[config.mk]
export PLATFORM = sky130hd
export DESIGN_NAME = mem_wb_stage
export DESIGN_NICKNAME = d
export VERILOG_FILES = /design/src/rtl/mem_wb_stage.sv
export SDC_FILE = /design/constraint.sdc
export NUM_CORES = 1
export LEC_CHECK = 0
export BUFFER_PORTS_ARGS = -buffer_cell sky130_fd_sc_hd__clkbuf_2
export CAP_MARGIN = 20
export CORE_ASPECT_RATIO = 2
export CORE_MARGIN = 2
export CORE_UTILIZATION = 49
export CTS_CLUSTER_DIAMETER = 120
export DETAILED_ROUTE_END_ITERATION = 16
export PLACE_DENSITY = 0.8
export SYNTH_ARGS = -nofsm -noshare
export SYNTH_HDL_FRONTEND = slang
export SYNTH_SLANG_ARGS = --single-unit
[constraint.sdc]
create_clock -name clk -period 4.25 [get_ports clk]
set_input_delay 0.6375 -clock clk [delete_from_list [all_inputs] [get_ports clk]]
set_output_delay 0.6375 -clock clk [all_outputs]
set_load 0.02 [all_outputs]
[src/rtl/mem_wb_stage.sv]
// mem_wb_stage: MEM/WB pipeline register with big-endian load extraction, stall/flush, misalign flag and retire counter
module mem_wb_stage #(
    parameter int RETIRE_W = 32
) (
    input  logic                clk,
    input  logic                rst,
    input  logic                stall,
    input  logic                flush,
    input  logic                in_valid,
    input  logic                in_reg_write,
    input  logic                in_mem_to_reg,
    input  logic [2:0]          in_load_type,
    input  logic [1:0]          in_addr_lo,
    input  logic [31:0]         in_alu_result,
    input  logic [31:0]         in_mem_rdata,
    input  logic [4:0]          in_dest_reg,
    input  logic                err_clr,
    output logic                wb_write_enb,
    output logic [4:0]          wb_write_reg,
    output logic [31:0]         wb_write_data,
    output logic                wb_valid,
    output logic                misalign_err,
    output logic [RETIRE_W-1:0] retire_count
);
    logic                valid_q, valid_d;
    logic                enb_q, enb_d;
    logic [4:0]          reg_q, reg_d;
    logic [31:0]         data_q, data_d;
    logic                err_q, err_d;
    logic [RETIRE_W-1:0] cnt_q, cnt_d;
    logic                cap, is_b, is_bu, is_h, is_hu, is_w, misaligned;
    logic [31:0]         shifted, load_data;
    logic [15:0]         half;
    logic [7:0]          byte_v;

    // Decode the load, extract the addressed lane and resolve next WB state by priority rst > flush > stall > capture
    always_comb begin
        cap        = rst & !flush & !stall;
        is_b       = in_load_type == 3'd1;
        is_bu      = in_load_type == 3'd2;
        is_h       = in_load_type == 3'd3;
        is_hu      = in_load_type == 3'd4;
        is_w       = !(is_b | is_bu | is_h | is_hu);
        misaligned = in_valid & in_mem_to_reg & ((is_w & (in_addr_lo != 2'd0)) | ((is_h | is_hu) & in_addr_lo[0]));
        shifted    = in_mem_rdata << {in_addr_lo, 3'b000};
        byte_v     = shifted[31:24];
        half       = in_addr_lo[1] ? in_mem_rdata[15:0] : in_mem_rdata[31:16];
        load_data  = is_b  ? {{24{byte_v[7]}}, byte_v} :
                     is_bu ? {24'd0, byte_v} :
                     is_h  ? {{16{half[15]}}, half} :
                     is_hu ? {16'd0, half} : in_mem_rdata;
        valid_d    = !rst ? 1'b0 : flush ? 1'b0 : stall ? valid_q : in_valid;
        enb_d      = !rst ? 1'b0 : flush ? 1'b0 : stall ? enb_q :
                     in_valid & in_reg_write & (in_dest_reg != 5'd0) & !misaligned;
        reg_d      = !rst ? 5'd0 : cap ? in_dest_reg : reg_q;
        data_d     = !rst ? 32'd0 : cap ? (in_mem_to_reg ? load_data : in_alu_result) : data_q;
        err_d      = !rst ? 1'b0 : (cap & misaligned) | (err_q & !err_clr);
        cnt_d      = !rst ? '0 : cnt_q + RETIRE_W'(cap & in_valid);
    end

    // WB register bank
    always_ff @(posedge clk) begin
        valid_q <= valid_d;
        enb_q   <= enb_d;
        reg_q   <= reg_d;
        data_q  <= data_d;
        err_q   <= err_d;
        cnt_q   <= cnt_d;
    end

    assign wb_valid      = valid_q;
    assign wb_write_enb  = enb_q;
    assign wb_write_reg  = reg_q;
    assign wb_write_data = data_q;
    assign misalign_err  = err_q;
    assign retire_count  = cnt_q;
endmodule

# Yosys cells after proc, flatten, opt, wreduce, memory -nomap -nowiden
# Index checks and enable logic that the tools add are counted.
# classes
n_shift	1
eq_ne	4
mux	6
add_sub_neg	1
bitwise	19
n_reduce_logical	8
# op_table
operator	count
2-to-1 mux 32 bit	5
adder 32 x 1 -> 32 bit	1
<< shifter 32 x 5 -> 32 bit	1
2-to-1 mux 16 bit	1
AND 1 bit	12
equality test 3 x 2 -> 1 bit (second input constant)	2
OR 1 bit	6
zero test 1 bit	5
nonzero test 5 bit	1
equality test 3 x 1 -> 1 bit (second input constant)	1
equality test 3 bit (second input constant)	1
nonzero test 2 bit	1
OR reduction 2 bit	1
NOT 1 bit	1
# totals
reg_bits	72
input_bits	82
out_inout_bits	72
wordCells	45

# Depth between registers and ports, before layout
# Gate-level depths: netlist of the first run.
# logic_depth
word_depth	10
ltp_mapped	11
mapped_depth_nobuf	8

# Worst setup path before layout of the first run
# No wires, ideal clock.
# synth_path
path_type	input port to flip-flop
from	input port stall
to	register cnt_q[18], in the netlist retire_count[18]
path_slack_ns	0.909
setup_ns	0.070
arrival_time_ns	3.271
n_path_buf	2
stages	10
required_time_ns	4.180
cell_sequence	nor3b_1 > clkbuf_1 > and2_1 > ha_1 > ha_1 > nand2_1 > or4_4 > buf_6 > or4_1 > a21oi_1
# synth_between
elab_chain_cells	4
# synth_lines
element	line_no	text
from (decl)	7	input logic stall,
zero test 1 bit	38	cap = rst & !flush & !stall;
AND 1 bit	38	
AND 1 bit	58	cnt_d = !rst ? '0 : cnt_q + RETIRE_W'(cap & in_valid);
adder 32 x 1 -> 32 bit	58	
to (signal assigned)	68	cnt_q <= cnt_d;
to (decl)	30	logic [RETIRE_W-1:0] cnt_q, cnt_d;
# Every way passes these cells.
# A chain may end at the register's enable or synchronous reset.

# Final worst setup path of the first run
# layout_path
from	input port stall
to	register cnt_q[16], in the netlist retire_count[16]
# The elaborated chain is that of the path after synthesis.

==> summary by stage, run 1 <==
Outcome
The flow ran to the end, and the final reports show no timing, DRC or antenna violations.

Pwr
Power spread over the standard cell area amounts to 337 nW/um^2. Registers are responsible for 41.8% of the overall power. The switching share of total power is 26.3%. The design draws 1.71 mW. The internal power of the cells totals 1.26 mW. Summed over all cells, the static leakage comes to 2.21 nW. The share of power burned in the clock network is 42.6%.

The combinational share of power is 15.6%. The worst-case IR drop observed on VDD is 0.292 mV. For this design the total switching power over the nets is 448 uW.

Clocking
The number of H-tree branching levels is 3. The count of hold buffers inserted by post-cts repair is 0. The post-CTS setup repair buffer count is 0. The maximum buffer depth of the clock tree is 2. The clock latency on the worst-skew pair is 0.33 ns. The post-cts sizing count is 0. CTS placed an instance of clkbuf_16 at the clock tree root. The number of CTS-inserted buffers is 9. The clock transition at the register clock pins on the worst setup and hold paths after CTS is 0.06 ns. The TritonCTS clock tree is built. The clock net in this run drives a total of 72 sinks.

STA
The shortest period the worst path allows is 3.01 ns. For the pin with the worst max-slew slack, the measured transition is 0.660 ns. The number of slew-limit violations in the final report is 0. Setup slack closes at 1.24 ns. Setup repair after global routing left no endpoint under its margin.

The hold violation count in the final report came to 0. Setup violations remaining at the end of the flow were counted as 0. In this run the tightest slew margin relative to its limit is 56.0%. The fmax is 332 MHz. The part of the cycle the worst path needs is 70.9%. Setup total negative slack on the finished layout was measured at 0 ns. Across the routed clock network, the largest skew measured is 0.00180 ns.

Critical path
The worst setup path is of the input pin to register kind. STA puts the critical path data required time at 4.51 ns. The worst setup path is launched from an input pin.

Data on the critical path arrives at its endpoint at 3.27 ns. The sort of element at the end of the critical path is a register. The maximum fanout along the worst path is 19.

Cells and area
The post-route netlist has 29.6% of its cells at a drive strength greater than 1. Leaving out fill and tap cells, the most frequent cells in the layout are 153 x clkbuf_2, 72 x dfxtp_1, 68 x nor2_1. In the final design database the tool counted 705 nets. From synthesis to final layout, the design area changed by 26.4%. The most common library cell in the layout ignoring fill and taps is clkbuf_2.

The post-route non-filler standard cell count is 722. The number of antenna diodes in the final layout is 0.

Placement
The count of buffers added on input and output ports is 153. The number of instances in the placed design is 706. The worst slack at placement is 0.899 ns. At the end of routability-driven placement, the weighted congestion stood at 0.948. The post-DP HPWL is 9360 um.

Synthesis
The synthesized netlist net count is 573. The number of enable flip-flop cells after synthesis is 0. The post-synthesis sequential area ratio is 36.0%. The count of synthesis-stage warnings from yosys is 0. After synthesis, the mean cell area works out to 8.18 um^2. The proportion of register bits with asynchronous set or reset after synthesis is 0%. The summed instance area of the synthesized netlist is 4000 um^2.

Synthesis produced 489 cells. The dominant register cell in the synthesized netlist is dfxtp_1. The register bit count reported by yosys is 72. The count of unique library cells instantiated by Yosys is 52.

Detailed routing
Dividing the detail-routed wire length by the instance count gives 16.8 um. The routed wire length is 12100 um. The post-route antenna net violation count is 0. The via density per instance is 5.94. The vias after detailed routing is 4286.

The number of design rule violations left after detail routing is 0. The first TritonRoute pass finished after 4 iterations. The initial DRC count is 245.

Floorplan
In this run the standard cell core region covers 7940 um^2. The die is 132 um tall. The floorplan has 46 rows.

The initial utilization of the core area, before any placement, comes to 50.4%. The width of the die is 67.9 um. In this run the count of I/O pins placed on the die edge is 154.

The floorplan die area is 8950 um^2.

Global routing
The number of global-route vias before repair is 3994. The total global-route track usage is 27.5%. Summed over all layers, the global routing overflow is 0. The number of antenna violations at the first check in global routing is 0. The global-route wire length before repair is 19000 um.

The pin count of the biggest net entering global routing is 45.

Worst hold path
The path class of the tightest hold or removal check is register to register.

Run
Across the run, the number of max-cap violations was 0.
path summary, 6_finish.rpt:
| check | startpoint | endpoint | slack (ns) | depth (start not counted) |
|---|---|---|---|---|
| hold reg to reg | wb_write_reg[3]$_SDFFE_PN0N_ | wb_write_reg[3]$_SDFFE_PN0N_ | 0.46 | 2 |
| setup / recovery | stall | retire_count[16]$_SDFF_PN0_ | 1.24 | 10 |
| setup reg to reg | retire_count[0]$_SDFF_PN0_ | retire_count[16]$_SDFF_PN0_ | 1.91 | 6 |
| hold / removal | wb_write_reg[3]$_SDFFE_PN0N_ | wb_write_reg[3]$_SDFFE_PN0N_ | 0.46 | 2 |
per-layer routing:
layer / wire length [um] / vias up / GRT usage [%]
li1: - / 2072 / -
met1: 4170 / 1992 / 28.2
met2: 6600 / 188 / 49.3
met3: 735 / 34 / 5.04
met4: 601 / 0 / 15.4
met5: 0 / - / 0
cell families after synthesis:
group                      after synthesis  share of synthesized area [%]
muxes                                   21                           7.79
DFF                                     72                           36.0
buffers and inverters                   47                           4.91
xor gates and xnor gates                11                           2.41
adders and majority gates                2                          0.625
AOI/OAI and AO/OA                      138                           23.9
and+or+nand+nor                        198                           24.4
per-stage QoR:
stage                     utilization [%]  hold WS (ns)  instance area, um^2
after floorplan                         -         0.525                 4000
after global placement               60.1         0.438                 4770
after detailed placement             60.1         0.444                 4770
after CTS                            63.7         0.461                 5060
after global routing                 63.7         0.478                 5060
final                                63.7         0.459                 5060
worst max-delay path: stages:
cell and delay [ns]:
clkbuf_2 0.13, nor3b_2 0.20, buf_4 0.23, and2_1 0.15, ha_1 0.18, ha_1 0.22
nand2_1 0.14, or4_4 0.69, or4_1 0.54, a21oi_1 0.15
area by class of cell:
cell class                      instances  area, um^2
Fill cell                             713        2890
Clock buffer                           12         236
Sequential cell                        72        1440
Inverter                                9        33.8
Tap cell                               96         120
Timing Repair Buffer                  159         811
Multi-Input combinational cell        370        2370
Clock inverter                          4        45.0
synthesized netlist by cell type (12+ instances only):
| library cell | number | share of area [%] |
|---|---|---|
| o31ai_1 | 16 | 3.0 |
| o211ai_1 | 23 | 4.3 |
| o21ai_0 | 20 | 2.5 |
| a21oi_1 | 15 | 1.9 |
| dfxtp_1 | 72 | 36 |
| nand2_1 | 47 | 4.4 |
| and3_1 | 13 | 2.0 |
| nor2_1 | 68 | 6.4 |
| a22o_1 | 16 | 3.5 |
| nand3_1 | 14 | 1.8 |
| mux2i_1 | 12 | 3.0 |
| clkbuf_1 | 32 | 3.0 |
power by group through the flow:
stage	sequential [mW]	combinational, mW	clock (mW)
final	0.714	0.265	0.727
after global routing	0.717	0.288	0.761
after CTS	0.714	0.266	0.735
after detailed placement	0.728	0.264	0
after global placement	0.728	0.260	0
after floorplan	0.758	0.131	0
Power figures use the tool's default switching activity.
==> run 2: changes to the inputs <==
ABC_AREA = 1   (was default)
CORE_UTILIZATION = 46   (was 49)
PLACE_DENSITY = 0.77   (was 0.8)
clock period = 2.45 ns   (was 4.25 ns; I/O delays follow)
==> summary by stage, run 2 <==
Outcome
The run finished with clean final reports.

Clocking
The post-cts sizing count is 0 (unchanged). The count of hold buffers inserted by post-cts repair came to 0 (unchanged). The clock sink count is 72 (unchanged). The clock transition at the register clock pins on the worst setup and hold paths after CTS came to 0.06 ns (about the same). The number of CTS-inserted buffers is 9 (unchanged).

The TritonCTS clock tree is built. The maximum buffer depth of the clock tree is 2 (unchanged). The number of H-tree branching levels is 3 (unchanged). The root buffer cell chosen for the clock tree is clkbuf_16. The clock latency on the worst-skew pair is 0.33 ns (about the same). The post-CTS setup repair buffer count came to 0 (unchanged).

Placement
The post-DP HPWL is 11400 um (+22%). The last weighted congestion value of the routability-driven placer is 1.00 (+5.9%). The worst slack at placement is 0.101 ns (-0.798 ns). The number of instances in the placed design was 1027 (+45%). The placed instance area came to 5290 um^2 (+11%). The total of buffers placed on input and output ports is 153 (unchanged).

Cells and area
The most common library cell in the layout ignoring fill and taps is nand2_1. The post-route non-filler standard cell count is 1044 (+45%). The number of antenna diodes is 0 (unchanged).

The fraction of final layout cells with drive strength greater than 1 is 21.3% (-8.3 points). The utilization after layout is 58.3% (-5.3 points). Relative to the synthesized area, the layout overhead comes to 25.3%. The finished layout cell area is 5620 um^2 (+11%). In the layout the commonest cells are 289 x nand2_1, 153 x clkbuf_2, 121 x nor2_1. The net count reported at finish is 991 (+41%).

Synthesis
The count of unique library cells instantiated by Yosys is 36 (-31%). The dominant register cell in the synthesized netlist is dfxtp_1. The summed instance area of the synthesized netlist is 4490 um^2 (+12%). The synthesized design spends more area on one cell type than any other, namely dfxtp_1.

Counting instances in the post-synthesis netlist gives the leading cell types as 289 x nand2_1, 121 x nor2_1, 77 x nand3_1. The number of enable flip-flop cells after synthesis is 0 (unchanged). The share of Yosys cell area claimed by the top area cell type is 32.1% (-3.9 points). The synthesized netlist net count is 851 (+49%). The synthesized area per cell is 5.85 um^2 (-29%). The register bit count reported by yosys is 72 (unchanged). The number of instances in the synthesized netlist is 767 (+57%).

The count of synthesis-stage warnings from yosys is 0 (unchanged). Ranked by total cell area, the synthesized netlist is headed by dfxtp_1 32%, nand2_1 24%, nor2_1 10%. The proportion of register bits with asynchronous set or reset after synthesis is 0% (unchanged). The most frequently used cell type in the post-synthesis netlist is nand2_1. The post-synthesis sequential area ratio is 32.1% (-3.9 points).

STA
Setup repair after global routing left no endpoint under its margin. The headroom to the max-slew limit is 65.7% (+9.7 points). The number of slew-limit violations in the final report is 0 (unchanged). The worst clock skew on the final layout is 0.00410 ns (+0.00230 ns). The final setup slack of the worst path came to 0.417 ns (-0.820 ns). The number of setup violations in the final report is 0 (unchanged).

The hold violation count in the final report came to 0 (unchanged). The worst path uses 83.0% of the clock period. The final sum of negative setup slack is 0 ns (unchanged). Timing would allow up to 492 MHz. The transition time at the pin with the least slew margin is 0.511 ns (-0.149 ns). The worst hold margin is 0.258 ns (-0.201 ns). The worst path needs 2.03 ns of the cycle, external delays included.

Pwr
The worst-case vdd ir drop is 0.360 mV (+23%). The power density over the cells was 557 nW/um^2 (+65%). The cell leakage power came to 2.84 nW (+29%). The total design power came to 3.13 mW (+83%).

Floorplan
The initial core utilization came to 46.6% (-3.8 points). The placeable core area came to 9640 um^2 (+21%). The chip height is 144 um (+9.0%). The floorplan die area is 10600 um^2 (+19%).

The width of the die is 73.8 um (+8.7%). The site row count came to 51 (+11%). The number of ports placed on the die boundary is 154 (unchanged).

Critical path
The maximum fanout along the worst path is 7 (-12). The critical path launch point type is an input pin. STA classifies the critical path endpoint as a register. By startpoint and endpoint, the worst setup path is classified as input pin to register. The required time reported for the critical path endpoint was 2.66 ns (-1.85 ns). The data arrival at the endpoint of the critical path is 2.24 ns (-1.03 ns).

Detailed routing
The number of detailed-routing iterations run before antenna repair came to 5 (+1). The number of design rule violations left after detail routing is 0 (unchanged). The via density per instance is 5.05 (-15%).

The vias after detailed routing is 5271 (+23%). The post-route antenna net violation count came to 0 (unchanged). The average routed wire per standard cell is 14.0 um (-17%). The initial DRC count is 171 (-30%).

The routed wire length was 14600 um (+20%).

Run
The max-capacitance violation count is 0 (unchanged).

Global routing
The overall overflow remaining after global route is 0 (unchanged). The total global-route track usage came to 28.2% (+0.70 points). The number of antenna violations at the first check in global routing is 0 (unchanged). The pin count of the biggest net entering global routing is 69 (+53%).

The number of global-route vias before repair is 5034 (+26%). The global-route wire length before repair is 22800 um (+20%).

Worst hold path
The class of the tightest hold or removal check is input pin to register.
-- run 2: changes by cell type in the layout (fill, tap and decap cells not counted), sizes merged, moves of 9 or more --
cell    before  now
a211oi       9    0
a21oi       15   41
a22o        16    0
and3        13    2
inv          9   62
mux2i       12    0
nand2       47  291
nand3       15   78
nor2        68  128
o211ai      23    0
o31ai       16    0
or4         11    0
-- run 2: worst max-delay path, cell delays in order --
cell and delay [ns]:
clkbuf_2 0.09, inv_2 0.03, or2_4 0.25, nor2_8 0.08
nand2_1 0.08, inv_2 0.06, ha_1 0.19, ha_1 0.18
nand2_1 0.08, nor2_2 0.27, nand3b_1 0.18, nor2_2 0.17
nand2_1 0.06, nor3b_2 0.14
-- run 2: power by group --
| part | internal, mW | leakage (nW) | switching (mW) | total, mW |
|---|---|---|---|---|
| registers | 1.21 | 0.586 | 0.0229 | 1.24 |
| logic | 0.178 | 2.10 | 0.326 | 0.504 |
| clock network | 0.892 | 0.150 | 0.496 | 1.39 |
-- run 2: final cells by class --
type / count / area, um^2
Fill cell: 1026 / 4020
Multi-Input combinational cell: 598 / 2610
Sequential cell: 72 / 1440
Timing Repair Buffer: 162 / 846
Inverter: 64 / 243
Clock buffer: 11 / 233
Tap cell: 132 / 165
Clock inverter: 5 / 81.3
-- run 2: path summary, 6_finish.rpt --
| check | start | endpoint | slack, ns | cells after the start |
|---|---|---|---|---|
| min reg2reg | wb_write_data[26]$_SDFFE_PN0N_ | wb_write_data[26]$_SDFFE_PN0N_ | 0.47 | 2 |
| min | in_dest_reg[1] | wb_write_reg[1]$_SDFFE_PN0N_ | 0.26 | 3 |
| max reg2reg | retire_count[0]$_SDFF_PN0_ | retire_count[14]$_SDFF_PN0_ | 0.70 | 8 |
| max | rst | retire_count[14]$_SDFF_PN0_ | 0.42 | 14 |
-- run 2: routing by layer --
metal  GRT usage, %  vias to the layer above  part of all wire, %
met5              0                        -                    0
met4           19.8                        0                  6.6
met3           4.63                       56                  4.5
met2           53.1                      188                   56
met1           25.9                     2339                   33
li1               -                     2688                    -
-- run 2: cell families after synthesis --
kind of cell | share of synthesized area [%]
XOR/XNOR | 1.17
adder cells (fa/ha/maj) | 0.558
flip-flops | 32.1
buffers and inverters | 9.65
AO/OA/AOI/OAI | 8.51
AND/OR/NAND/NOR | 48.0
